[src/rtl/addsub_serial.sv]
// addsub_serial: chunk-serial add/subtract with unsigned/signed overflow detection and optional saturation
// Ports: clk, reset_n (async, active low); start/add_sub/signed_mode/sat_en/dataa/datab request an operation;
// busy is high while chunks are being summed, done pulses once when result/carry_out/overflow update.
module addsub_serial #(
  parameter int dw = 16,
  parameter int cw = 4
) (
  input  logic          clk,
  input  logic          reset_n,
  input  logic          start,
  input  logic          add_sub,
  input  logic          signed_mode,
  input  logic          sat_en,
  input  logic [dw-1:0] dataa,
  input  logic [dw-1:0] datab,
  output logic          busy,
  output logic          done,
  output logic [dw-1:0] result,
  output logic          carry_out,
  output logic          overflow
);
  localparam int n = dw / cw;
  localparam int iw = n > 1 ? $clog2(n) : 1;
  if (dw % cw != 0) begin : g_bad_width
    $error("addsub_serial: dw must be a multiple of cw");
  end
  typedef enum logic [1:0] {IDLE, RUN, DONE} state_t;
  state_t          st_q;
  logic [dw-1:0]   a_q, b_q, sum_q, sum_d, res_d, sat_d;
  logic [iw-1:0]   idx_q;
  logic            add_q, sgn_q, sat_q, cy_q, sa, sb, ov_d;
  logic [cw-1:0]   ac, bc;
  logic [cw:0]     cs;
  always_comb begin
    ac = a_q[idx_q*cw +: cw];
    bc = add_q ? b_q[idx_q*cw +: cw] : ~b_q[idx_q*cw +: cw];
    cs = {1'b0, ac} + {1'b0, bc} + {{cw{1'b0}}, cy_q};
    sum_d = sum_q;
    sum_d[idx_q*cw +: cw] = cs[cw-1:0];
    sa = a_q[dw-1];
    sb = add_q ? b_q[dw-1] : ~b_q[dw-1];
    // only meaningful on the last chunk, where cs[cw] is the full-width carry
    ov_d = sgn_q ? (sa == sb && sum_d[dw-1] != sa) : (add_q ? cs[cw] : ~cs[cw]);
    sat_d = sgn_q ? {sa, {(dw-1){~sa}}} : {dw{add_q}};
    res_d = (sat_q && ov_d) ? sat_d : sum_d;
  end
  always_ff @(posedge clk or negedge reset_n)
    if (!reset_n) begin
      st_q      <= IDLE;
      a_q       <= '0;
      b_q       <= '0;
      sum_q     <= '0;
      idx_q     <= '0;
      add_q     <= 1'b0;
      sgn_q     <= 1'b0;
      sat_q     <= 1'b0;
      cy_q      <= 1'b0;
      busy      <= 1'b0;
      done      <= 1'b0;
      result    <= '0;
      carry_out <= 1'b0;
      overflow  <= 1'b0;
    end else begin
      done <= 1'b0;
      case (st_q)
        IDLE, DONE:
          if (start) begin
            st_q  <= RUN;
            busy  <= 1'b1;
            a_q   <= dataa;
            b_q   <= datab;
            add_q <= add_sub;
            sgn_q <= signed_mode;
            sat_q <= sat_en;
            cy_q  <= ~add_sub;
            idx_q <= '0;
            sum_q <= '0;
          end else st_q <= IDLE;
        RUN: begin
          cy_q  <= cs[cw];
          sum_q <= sum_d;
          idx_q <= idx_q + 1'b1;
          if (idx_q == iw'(n - 1)) begin
            st_q      <= DONE;
            busy      <= 1'b0;
            done      <= 1'b1;
            result    <= res_d;
            carry_out <= cs[cw];
            overflow  <= ov_d;
          end
        end
        default: st_q <= IDLE;
      endcase
    end
endmodule

[config.mk]
export PLATFORM = sky130hd
export DESIGN_NAME = addsub_serial
export DESIGN_NICKNAME = d
export VERILOG_FILES = /design/src/rtl/addsub_serial.sv
export SDC_FILE = /design/constraint.sdc
export NUM_CORES = 1
export LEC_CHECK = 0
export ABC_AREA = 1
export CELL_PAD_IN_SITES_DETAIL_PLACEMENT = 0
export CELL_PAD_IN_SITES_GLOBAL_PLACEMENT = 1
export CORE_ASPECT_RATIO = 0.9
export CORE_MARGIN = 2
export CORE_UTILIZATION = 35
export DETAILED_ROUTE_END_ITERATION = 12
export GPL_ROUTABILITY_DRIVEN = 0
export MAX_ROUTING_LAYER = met4
export PLACE_DENSITY_LB_ADDON = 0.1
export SLEW_MARGIN = 20
export SYNTH_ARGS = -nofsm -noshare
export SYNTH_HDL_FRONTEND = slang
export SYNTH_SLANG_ARGS = --single-unit
[constraint.sdc]
create_clock -name clk -period 4.59 [get_ports clk]
set_input_delay 1.1475 -clock clk [delete_from_list [all_inputs] [get_ports clk]]
set_output_delay 1.1475 -clock clk [all_outputs]
set_load 0.005 [all_outputs]
* Yosys cells after proc, flatten, opt, wreduce, memory -nomap -nowiden *
Index checks and enable logic that the tools add are counted.

operators by class
  $add $sub $neg = 4
  equality and inequality tests = 7
  shift operators = 4
  reductions and logical operators = 9
  multiplexer cells = 21
  bitwise logic cells = 5

operators with widths
  kind                                                   number
  2-to-1 mux 16 bit                                      3
  negator 4 -> 34 bit                                    1
  variable shift 4 x 34 -> 16 bit, first input constant  1
  variable part select 4 x 34 -> 16 bit                  1
  one-hot mux 16 bit (2 select lines)                    1
  variable part select 16 x 5 -> 4 bit                   2
  bitwise mux 16 bit                                     1
  2-to-1 mux 1 bit                                       9
  one-hot mux 2 bit (2 select lines)                     2
  AND reduction 2 bit                                    3
  adder 4 x 4 -> 5 bit                                   1
  adder 5 x 1 -> 5 bit                                   1
  == test 2 bit, second input constant                   2
  2-to-1 mux 2 bit                                       2
  2-to-1 mux 4 bit                                       1
  inequality test 2 bit, second input constant           2
  inverter 1 bit                                         4
  inverter 4 bit                                         1
  one-hot mux 1 bit (2 select lines)                     2
  AND reduction 3 bit                                    1
  adder 2 x 1 -> 2 bit, second input constant            1
  == test 2 x 1 -> 1 bit, second input constant          1
  logical AND 1 bit                                      2
  logical NOT 2 bit                                      1
  other kinds (4)                                        4

storage, ports and cells
  word-level logic and storage cells = 64
  flip-flop bits (word level) = 76

* Longest topological paths before layout *
Gate-level depths: netlist (run 1).

  depth after elaboration = 12
  depth in mapped cells = 24
  depth with buffers taken out = 21

* Least setup slack after synthesis (run 1) *
Ideal clock, no wire load.

  path kind = reg-to-reg
  start = register idx_q[0]
  end = register result[15]
  period minus slack after synthesis = 3.231 ns
  stages on the path, launching flop included = 18
  setup time = 0.119 ns
  required time = 4.471 ns
  arrival = 3.113 ns
  path slack = 1.359 ns
  cell sequence = dfrtp_1 -> buf_2 -> inv_1 -> buf_2 -> buf_2 -> nand2_1 -> a32o_1 -> fa_1 -> fa_1 -> o21ai_1 -> o21ai_0 -> o21ai_0 -> nand2_4 -> nand2_4 -> buf_6 -> nand2_1 -> nand3_1 -> nand2_1

between the ends
  word-level cells in the longest chain between the ends = 12

ends and longest elaborated chain
  element                                RTL line  RTL
  from (decl)                            30        logic [iw-1:0] idx_q;
  from (signal assigned)                 82        idx_q <= idx_q + 1'b1;
  variable part select 16 x 5 -> 4 bit   36        bc = add_q ? b_q[idx_q*cw +: cw] : ~b_q[idx_q*cw +: cw];
  inverter 4 bit                         36
  2-to-1 mux 4 bit                       36
  adder 4 x 4 -> 5 bit                   37        cs = {1'b0, ac} + {1'b0, bc} + {{cw{1'b0}}, cy_q};
  adder 5 x 1 -> 5 bit                   37
  variable part select 4 x 34 -> 16 bit  39        sum_d[idx_q*cw +: cw] = cs[cw-1:0];
  bitwise mux 16 bit                     39
  inequality test 1 bit                  43        ov_d = sgn_q ? (sa == sb && sum_d[dw-1] != sa) : (add_q ? cs[cw] : ~cs[cw]);
  logical AND 1 bit                      43
  2-to-1 mux 1 bit                       43
  logical AND 1 bit                      45        res_d = (sat_q && ov_d) ? sat_d : sum_d;
  2-to-1 mux 16 bit                      45
  to (signal assigned)                   87        result <= res_d;
  to (decl)                              18        output logic [dw-1:0] result,

Several ways; a longest one is shown, not always the timed one.
A chain may end at the register's enable or synchronous reset.

* Final worst setup path (run 1) *
  start = register idx_q[1]
  end = register result[1]

Same word-level chain as after synthesis.

==> metrics.txt, run 1 <==
Final min period 3.29 ns; Die Y 102 um; kind of critical path register to register; CP startpoint idx_q[1]$_DFFE_PN0P_; Arr. time, crit path roughly 3.6 ns; Via density between 4 and 5; clk sinks 76; Final Instance Area 0.00477 mm2; min setup slack post-route ~1.3 ns; Reg clk slew, reported paths about 0.060 ns; Worst-Margin Slew 0.700 ns; status completed; Tot GR Track Use 0.167; sw frac 0.425; hpwl dp 6.05 mm; Hold WS roughly 0.48 ns; DR vias 2,938; Clk Latency, worst-skew pair between 0.3 and 0.4 ns; Setup Fix Bufs, Post-CTS 0; Crit Reg-Reg Startpoint idx_q[1]$_DFFE_PN0P_; Synth area leader dfrtp_1; area delta synth->final 26.6%; pre-CTS setup slack 1.25 ns; Main synth FF type dfrtp_1; Yosys cell types 29; placed cell count between 500 and 600; diode count 0; Critical Path Max Stage Delay roughly 0.47 ns; Power Density about 850 mW/mm2; final slew viol count 0; grt met3 use 0.0338; P_sw 1.72 mW; crit-path max FO 16; Starting Density 0.363; setup TNS 0 ns; initial antenna violation count 0; FP Rows 35; Layout Cells excl Fill 604; R2R Setup Slk 1.30 ns; RSZ-0062 raised after global routing false; CP max stage cell dfrtp_1; clock skew 0.00760 ns; root buffer cell clkbuf_16; Levels on crit path 15; clock buffer depth 2; GRT busiest layer met2; CTS Hold Buffers Added 0; CP endpoint kind register; maximum vdd drop 0.000338 V; R2R depth 15; Leak approximately 2.2 nW; syn_nets 464; crit path cell chain inv_1 > o21ai_0 > o22ai_1 > xor2_1 > fa_1 > fa_1 > o21ai_1 > o21ai_0 > o21ai_0 > nand2_4 > nand2_4 > nand2_1 > nand2_1 > nand2_1 > nand2_1; Die Span X 113 um; Hold Path Class register to register; layout cell share with drive strength beyond 1 0.131; worst path required time 4.86 ns; cells after synthesis 415; Placed Area 0.00445 mm2; final setup violating endpoints 0; final hold vios 0; DR WL/cell 14.1 um; Critical Path Sink result[1]$_DFFE_PN0P_; Clock power frac 0.187; ANT nets after route 0; count leader, synth nand2_1; DR pass1 iterations 4; Post-synth top cells 124 x nand2_1, 76 x dfrtp_1, 41 x inv_1, 33 x mux2_2, 31 x o21ai_0; number of global-route vias before repair 2,955; GR Util met1 0.232; Seq/Total Area, Yosys 0.505; H-tree levels 3; first-pass GRT wire length 14.8 mm; final period utilization 0.717; flops & latches, synth between 70 and 80; main area contributors after synthesis dfrtp_1 50%, nand2_1 12%, mux2_2 9.9%; Comb power frac 0.537; Post-Synthesis Cell Area around 0.0038 mm2; Async SR Flop Fraction 1.00; crit path launch type register; number of flops mapped to enable cells by yosys 0; Nets around 520; largest net degree at the start of global routing 77; number of remaining DRC errors 0; cell family with most CP delay compound AO/OA/AOI/OAI gates; Flop pwr share 0.276; met2 Track Usage GR 0.247; internal cell power about 2.3 mW; f_max 304 MHz; max-cap violations 0; headroom to the max-slew limit 0.533; Synth Warn # 0; DRT iter0 DRCs 84; core area 0.0104 mm2; die area around 0.012 mm2; grt ovf 0; Syn Area/Cell 9.08 um2; R2R Path End result[1]$_DFFE_PN0P_; CTS tree built; post-cts gate resize count 0; I/O pin cnt 58; Num CTS Buffers 9; number of port buffers 57; total routed wirelength 8.52 mm; CP bufs+invs 1; Synth top area share 0.505; Critical Path Most Common Cell nand2_1
[worst reg2reg max path, cell delays in order, from the launching register on]
cell and delay (ns):
dfrtp_1 0.47, inv_1 0.38, o21ai_0 0.16, o22ai_1 0.17
xor2_1 0.10, fa_1 0.40, fa_1 0.41, o21ai_1 0.27
o21ai_0 0.13, o21ai_0 0.16, nand2_4 0.12, nand2_4 0.17
nand2_1 0.08, nand2_1 0.06, nand2_1 0.06, nand2_1 0.07
[routing by layer]
layer	vias up	wire [um]
met3	14	340
met5	-	0
met4	0	110
met1	1415	4320
li1	1457	-
met2	52	3750
[cell usage in the layout (no fill, tap or decap), types with 2 or more instances in the layout]
master / n
nand2_4: 2
buf_4: 5
mux2_2: 33
ha_1: 9
a21oi_1: 9
xor2_1: 5
a32o_1: 2
nand2_2: 4
o22ai_1: 20
o21ai_0: 31
nand2_1: 124
clkdlybuf4s50_1: 56
fa_1: 2
inv_1: 41
clkinvlp_4: 2
clkbuf_16: 9
nand3_1: 6
bufinv_16: 2
dfrtp_1: 76
nor2_1: 26
[flip-flops by register name, indices dropped and copies added (netlist names), 2 cells and up]
signal  cells
sum_q      16
st_q        2
b_q        16
idx_q       2
a_q        16
result     16
[cell type report]
class,count,area [um2]
multi-input cells,280,1620
clock inverters,4,75.1
well taps,129,161
fillers,1020,5610
repair buffers,62,609
flip-flops and latches,76,1900
inverters,43,161
clock buffers,10,239
[power by group through the flow]
stage          logic (mW)  registers (mW)  clock network [mW]
2_1_floorplan        1.64            1.09                   0
3_3_place_gp         2.19            1.13                   0
3_5_place_dp         2.20            1.13                   0
4_1_cts              2.21            1.12               0.772
5_1_grt              2.47            1.16               0.796
6_report             2.17            1.11               0.753
[logic make-up (layout without fill, tap and decap cells)]
kind of cell,after synthesis,count (layout),synth area share
AO/OA/AOI/OAI,65,65,0.0976
XOR/XNOR,6,6,0.0139
adder cells (fa/ha/maj),11,11,0.0405
buffers and inverters,59,119,0.0648
flip-flops,76,76,0.505
multiplexers,33,33,0.0986
AND/OR/NAND/NOR,165,165,0.180
[through the flow]
step,power [mW],utilization
after floorplan,2.73,-
after global placement,3.32,0.429
after detailed placement,3.33,0.429
after CTS,4.10,0.459
after global routing,4.42,0.460
final,4.03,0.460
[how the worst min path moves through the flow]
stage / start / to / slack [ns] / cells past startpoint
floorplan: busy$_DFFE_PN0P_ / busy$_DFFE_PN0P_ / 0.47 / 2
global placement: result[14]$_DFFE_PN0P_ / result[14]$_DFFE_PN0P_ / 0.46 / 2
detailed placement: overflow$_DFFE_PN0P_ / overflow$_DFFE_PN0P_ / 0.46 / 2
CTS: result[11]$_DFFE_PN0P_ / result[11]$_DFFE_PN0P_ / 0.48 / 2
global route: result[6]$_DFFE_PN0P_ / result[6]$_DFFE_PN0P_ / 0.50 / 2
finish: result[8]$_DFFE_PN0P_ / result[8]$_DFFE_PN0P_ / 0.48 / 2
(Power assumes the default switching activity.)
==> run 2, diff against run 1 <==
==> constraint.sdc (replaced) <==
create_clock -name clk -period 2.95 [get_ports clk]
set_input_delay 0.7375 -clock clk [delete_from_list [all_inputs] [get_ports clk]]
set_output_delay 0.7375 -clock clk [all_outputs]
set_load 0.005 [all_outputs]
==> metrics.txt, run 2 (same netlist as run 1, synthesis figures left out) <==
status completed; CTS tree built; R2R Path End result[6]$_DFFE_PN0P_; Arr. time, crit path 3.18 ns (-0.38 ns); ANT nets after route 0 (unchanged); layout cell share with drive strength beyond 1 0.238 (+0.108); Crit Reg-Reg Startpoint idx_q[0]$_DFFE_PN0P_; Num CTS Buffers 9 (unchanged); DR WL/cell 15.1 um (+7.0%); DRT iter0 DRCs 108 (+29%); Finished Core Util 0.493 (+0.0336); Nets 539 (+3.5%); Critical Path Max Stage Delay 0.47 ns (about the same); number of port buffers 57 (unchanged); kind of critical path register to register; worst path required time 3.23 ns (-1.63 ns); final slew viol count 0 (unchanged); Die Span X 113 um (unchanged); CP max stage cell dfrtp_2; crit path cell chain o21ai_0 > o22ai_2 > xor2_1 > fa_2 > fa_2 > xnor2_2 > inv_2 > nor2_1 > inv_1 > nor2_1 > inv_1 > o22ai_2 > nand2_1 > nand2_1 > nand2_1 > nand2_1; Via density 4.89 (+0.55%); H-tree levels 3 (unchanged); Starting Density 0.363 (unchanged); DR vias 3,052 (+3.9%); clock buffer depth 2 (unchanged); root buffer cell clkbuf_16; R2R Setup Slk 0.04 ns (-1.26 ns); f_max 344 MHz (+13%); core area 0.0104 mm2 (unchanged); final period utilization 0.985 (+0.268); die area 0.0116 mm2 (unchanged); area delta synth->final 35.9%; most frequent cells in the layout 112 x nand2_1, 74 x dfrtp_1, 56 x clkdlybuf4s50_1; CTS Hold Buffers Added 0 (unchanged); DR pass1 iterations 4 (unchanged); max-cap violations 0 (unchanged); total routed wirelength 9.42 mm (+11%); grt ovf 0 (unchanged); diode count 0 (unchanged); Final min period 2.91 ns (-0.384 ns); CP endpoint kind register; number of remaining DRC errors 0 (unchanged); first-pass GRT wire length 15.0 mm (+1.6%); number of global-route vias before repair 3,064 (+3.7%); Placed Area 0.00450 mm2 (+1.0%); final hold vios 0 (unchanged); clk sinks 76 (unchanged); headroom to the max-slew limit 0.529 (-0.00454); Hold Path Class primary input to async pin; Hold WS 0.440 ns (-0.0372 ns); clock skew 0.00905 ns (+0.00145 ns); crit path launch type register; Die Y 102 um (unchanged); Critical Path Most Common Cell nand2_1; I/O pin cnt 58 (unchanged); R2R depth 16 (+1); final setup violating endpoints 0 (unchanged); largest net degree at the start of global routing 77 (unchanged); Final Instance Area 0.00512 mm2 (+7.3%); hpwl dp 6.26 mm (+3.5%); Reg clk slew, reported paths 0.06 ns (about the same); initial antenna violation count 0 (unchanged); Clk Latency, worst-skew pair 0.34 ns (about the same); Tot GR Track Use 0.172 (+0.00463); crit-path max FO 4 (-12); RSZ-0062 raised after global routing true; commonest non-fill, non-tap cell in the layout nand2_1; FP Rows 35 (unchanged); Worst-Margin Slew 0.707 ns (+0.00681 ns)
[run 2: worst max-delay path by stage]
stage                                     from                      to  slack (ns)  cells past startpoint
after floorplan           idx_q[0]$_DFFE_PN0P_  result[15]$_DFFE_PN0P_        0.05                     17
after global placement    idx_q[0]$_DFFE_PN0P_   result[6]$_DFFE_PN0P_        0.07                     16
after detailed placement  idx_q[1]$_DFFE_PN0P_   result[5]$_DFFE_PN0P_        0.02                     15
after CTS                 idx_q[1]$_DFFE_PN0P_  result[15]$_DFFE_PN0P_       0.006                     14
after global routing      idx_q[1]$_DFFE_PN0P_  result[11]$_DFFE_PN0P_       -0.21                     22
final                     idx_q[0]$_DFFE_PN0P_   result[6]$_DFFE_PN0P_        0.04                     16
[run 2: repair_timing]
action / 4_1_cts / 5_1_grt
hold endpoints to repair: 0 / 0
resized for setup: 0 / 57
endpoints found under the setup margin: 0 / 18
setup buffers: 0 / 10
[run 2: area by class of cell]
class / count / area [um2]
repair inverters: 1 / 7.51
inverters: 43 / 173
clock buffers: 15 / 278
clock inverters: 1 / 5.00
multi-input cells: 282 / 1840
well taps: 129 / 161
flip-flops and latches: 76 / 1900
repair buffers: 77 / 753
fillers: 992 / 5260
[run 2: worst max-delay path, delay by kind of cell (launching register included)]
| kind | cells | cell delay (ns) |
|---|---|---|
| DFF | 1 | 0.47 |
| AOI/OAI and AO/OA | 3 | 0.57 |
| adders and majority gates | 2 | 0.80 |
| buffers and inverters | 3 | 0.20 |
| xor gates and xnor gates | 2 | 0.34 |
| and+or+nand+nor | 6 | 0.46 |
[run 2: per-layer routing]
metal,vias to the layer above,GRT usage,part of all wire
met5,-,-,0
met4,0,0.0647,0.015
met3,12,0.0403,0.030
met2,49,0.253,0.46
met1,1493,0.231,0.49
li1,1498,-,-
[run 2: per-stage QoR]
stage | cells | setup WS, ns | TNS (ns)
3_3_place_gp | 595 | 0.0740 | 0
6_report | 624 | 0.0432 | 0
3_5_place_dp | 595 | 0.0199 | 0
2_1_floorplan | 415 | 0.0549 | 0
4_1_cts | 611 | 0.00613 | 0
5_1_grt | 624 | -0.210 | -2.77
Power of run 2 is left out: the tool's default activity adds up to more than one toggle a clock period on the data nets, which glitch-free logic cannot reach.
==> run 3, diff against run 2 <==
--- a/config.mk
+++ b/config.mk
@@ -10,7 +10,7 @@
 export CELL_PAD_IN_SITES_GLOBAL_PLACEMENT = 1
 export CORE_ASPECT_RATIO = 0.9
 export CORE_MARGIN = 2
-export CORE_UTILIZATION = 35
+export CORE_UTILIZATION = 30
 export DETAILED_ROUTE_END_ITERATION = 12
 export GPL_ROUTABILITY_DRIVEN = 0
 export MAX_ROUTING_LAYER = met4
==> metrics.txt, run 3 (same netlist as run 1, synthesis figures left out) <==
status completed; largest net degree at the start of global routing 46 (-40%); CTS tree built; DR vias 3,016 (-1.2%); Final min period 2.84 ns (-0.0693 ns); DRT iter0 DRCs 141 (+31%); ANT nets after route 0 (unchanged); clock buffer depth 2 (unchanged); CTS Hold Buffers Added 0 (unchanged); number of port buffers 57 (unchanged); multi-input logic area 0.00175 mm2 (-4.6%); R2R Path End result[15]$_DFFE_PN0P_; Seq. cell area 0.00190 mm2 (about the same); final slew viol count 0 (unchanged); GRT busiest layer met2; Nets 537 (-0.37%); commonest non-fill, non-tap cell in the layout nand2_1; DR WL/cell 15.0 um (-0.64%); max-cap violations 0 (unchanged); Worst-Margin Slew 0.598 ns (-0.109 ns); grt ovf 0 (unchanged); first-pass GRT wire length 15.6 mm (+3.8%); diode count 0 (unchanged); final period utilization 0.962 (-0.0235); final setup violating endpoints 0 (unchanged); Starting Density 0.310 (-0.0535); root buffer cell clkbuf_16; kind of critical path register to register; Die Y 110 um (+7.7%); Critical Path Sink result[15]$_DFFE_PN0P_; number of global-route vias before repair 3,002 (-2.0%); total routed wirelength 9.79 mm (+4.0%); clk sinks 76 (unchanged); FP Rows 38 (+8.6%); Hold Path Class primary input to async pin; Tot GR Track Use 0.156 (-0.0158); Clk Latency, worst-skew pair 0.33 ns (about the same); layout cell share with drive strength beyond 1 0.199 (-0.0396); Levels on crit path 14 (-2); Finished Core Util 0.415 (-0.0785); crit path cell chain buf_6 > o21ai_2 > o22ai_1 > xor2_1 > fa_2 > fa_2 > o21ai_4 > o21ai_2 > o21ai_2 > nand2_8 > nand2_4 > nand2_1 > nand3_1 > nand2_1; Num CTS Buffers 9 (unchanged); CP startpoint idx_q[0]$_DFFE_PN0P_; number of remaining DRC errors 0 (unchanged); f_max 352 MHz (+2.4%); Die Span X 122 um (+7.7%); headroom to the max-slew limit 0.601 (+0.0727); most frequent cells in the layout 121 x nand2_1, 75 x dfrtp_1, 56 x clkdlybuf4s50_1; CP bufs+invs 1 (-2); initial antenna violation count 0 (unchanged); die area 0.0135 mm2 (+16%); Via density 4.62 (-5.6%); Crit Reg-Reg Startpoint idx_q[0]$_DFFE_PN0P_; crit path launch type register; H-tree levels 3 (unchanged); DR pass1 iterations 4 (unchanged); cell family with most CP delay adder cells; worst path required time 3.16 ns (-0.07 ns); Critical Path Most Common Cell o21ai_2; R2R depth 14 (-2); grt met3 use 0.0329 (-0.00741); final hold vios 0 (unchanged); clock skew 0.00633 ns (-0.00272 ns); core area 0.0122 mm2 (+17%); hpwl dp 6.69 mm (+6.9%); CP endpoint kind register; R2R Setup Slk 0.11 ns (+0.07 ns); Reg clk slew, reported paths 0.06 ns (about the same); Critical Path Max Stage Delay 0.45 ns (-0.02 ns); CP max stage cell dfrtp_2; Arr. time, crit path 3.05 ns (-0.13 ns); fill cell count 1,276 (+29%); I/O pin cnt 58 (unchanged); crit-path max FO 8 (+4); GR Util met1 0.223 (-0.00842); met2 Track Usage GR 0.224 (-0.0290); RSZ-0062 raised after global routing true; area delta synth->final 34.0%
[run 3: what timing repair did]
item	4_1_cts	5_1_grt
setup buffers	0	4
setup endpoints to repair	0	18
gates resized for setup	0	27
[run 3: cell type report]
type / instances / area share
Inverter: 43 / 0.0325
Tap cell: 160 / 0.0397
Clock buffer: 11 / 0.0461
Clock inverter: 5 / 0.0104
Multi-Input combinational cell: 282 / 0.347
Sequential cell: 76 / 0.377
Timing Repair Buffer: 76 / 0.147
[run 3: stage by stage]
step	setup WS, ns	hold WS (ns)	setup TNS, ns	area, um2	std cells
after floorplan	0.0549	0.442	0	3790	415
after global placement	0.139	0.461	0	4600	631
after detailed placement	0.0778	0.464	0	4600	631
after CTS	0.0574	0.365	0	4880	647
after global routing	-0.104	0.373	-0.992	5050	653
final	0.112	0.347	0	5050	653
[run 3: how the worst min path moves through the flow]
stage	startpoint	to	slack [ns]	cells past startpoint
after floorplan	reset_n	a_q[0]$_DFFE_PN0P_	0.44	0
after global placement	busy$_DFFE_PN0P_	busy$_DFFE_PN0P_	0.46	2
after detailed placement	result[4]$_DFFE_PN0P_	result[4]$_DFFE_PN0P_	0.46	2
after CTS	reset_n	a_q[6]$_DFFE_PN0P_	0.37	1
after global routing	reset_n	a_q[6]$_DFFE_PN0P_	0.37	1
final	reset_n	a_q[6]$_DFFE_PN0P_	0.35	1
[run 3: metal layers]
layer / vias up / part of all wire
met5: - / 0
met4: 0 / 0.015
met3: 13 / 0.044
met2: 57 / 0.42
met1: 1439 / 0.52
li1: 1507 / -
Power of run 3 is left out for the same reason.
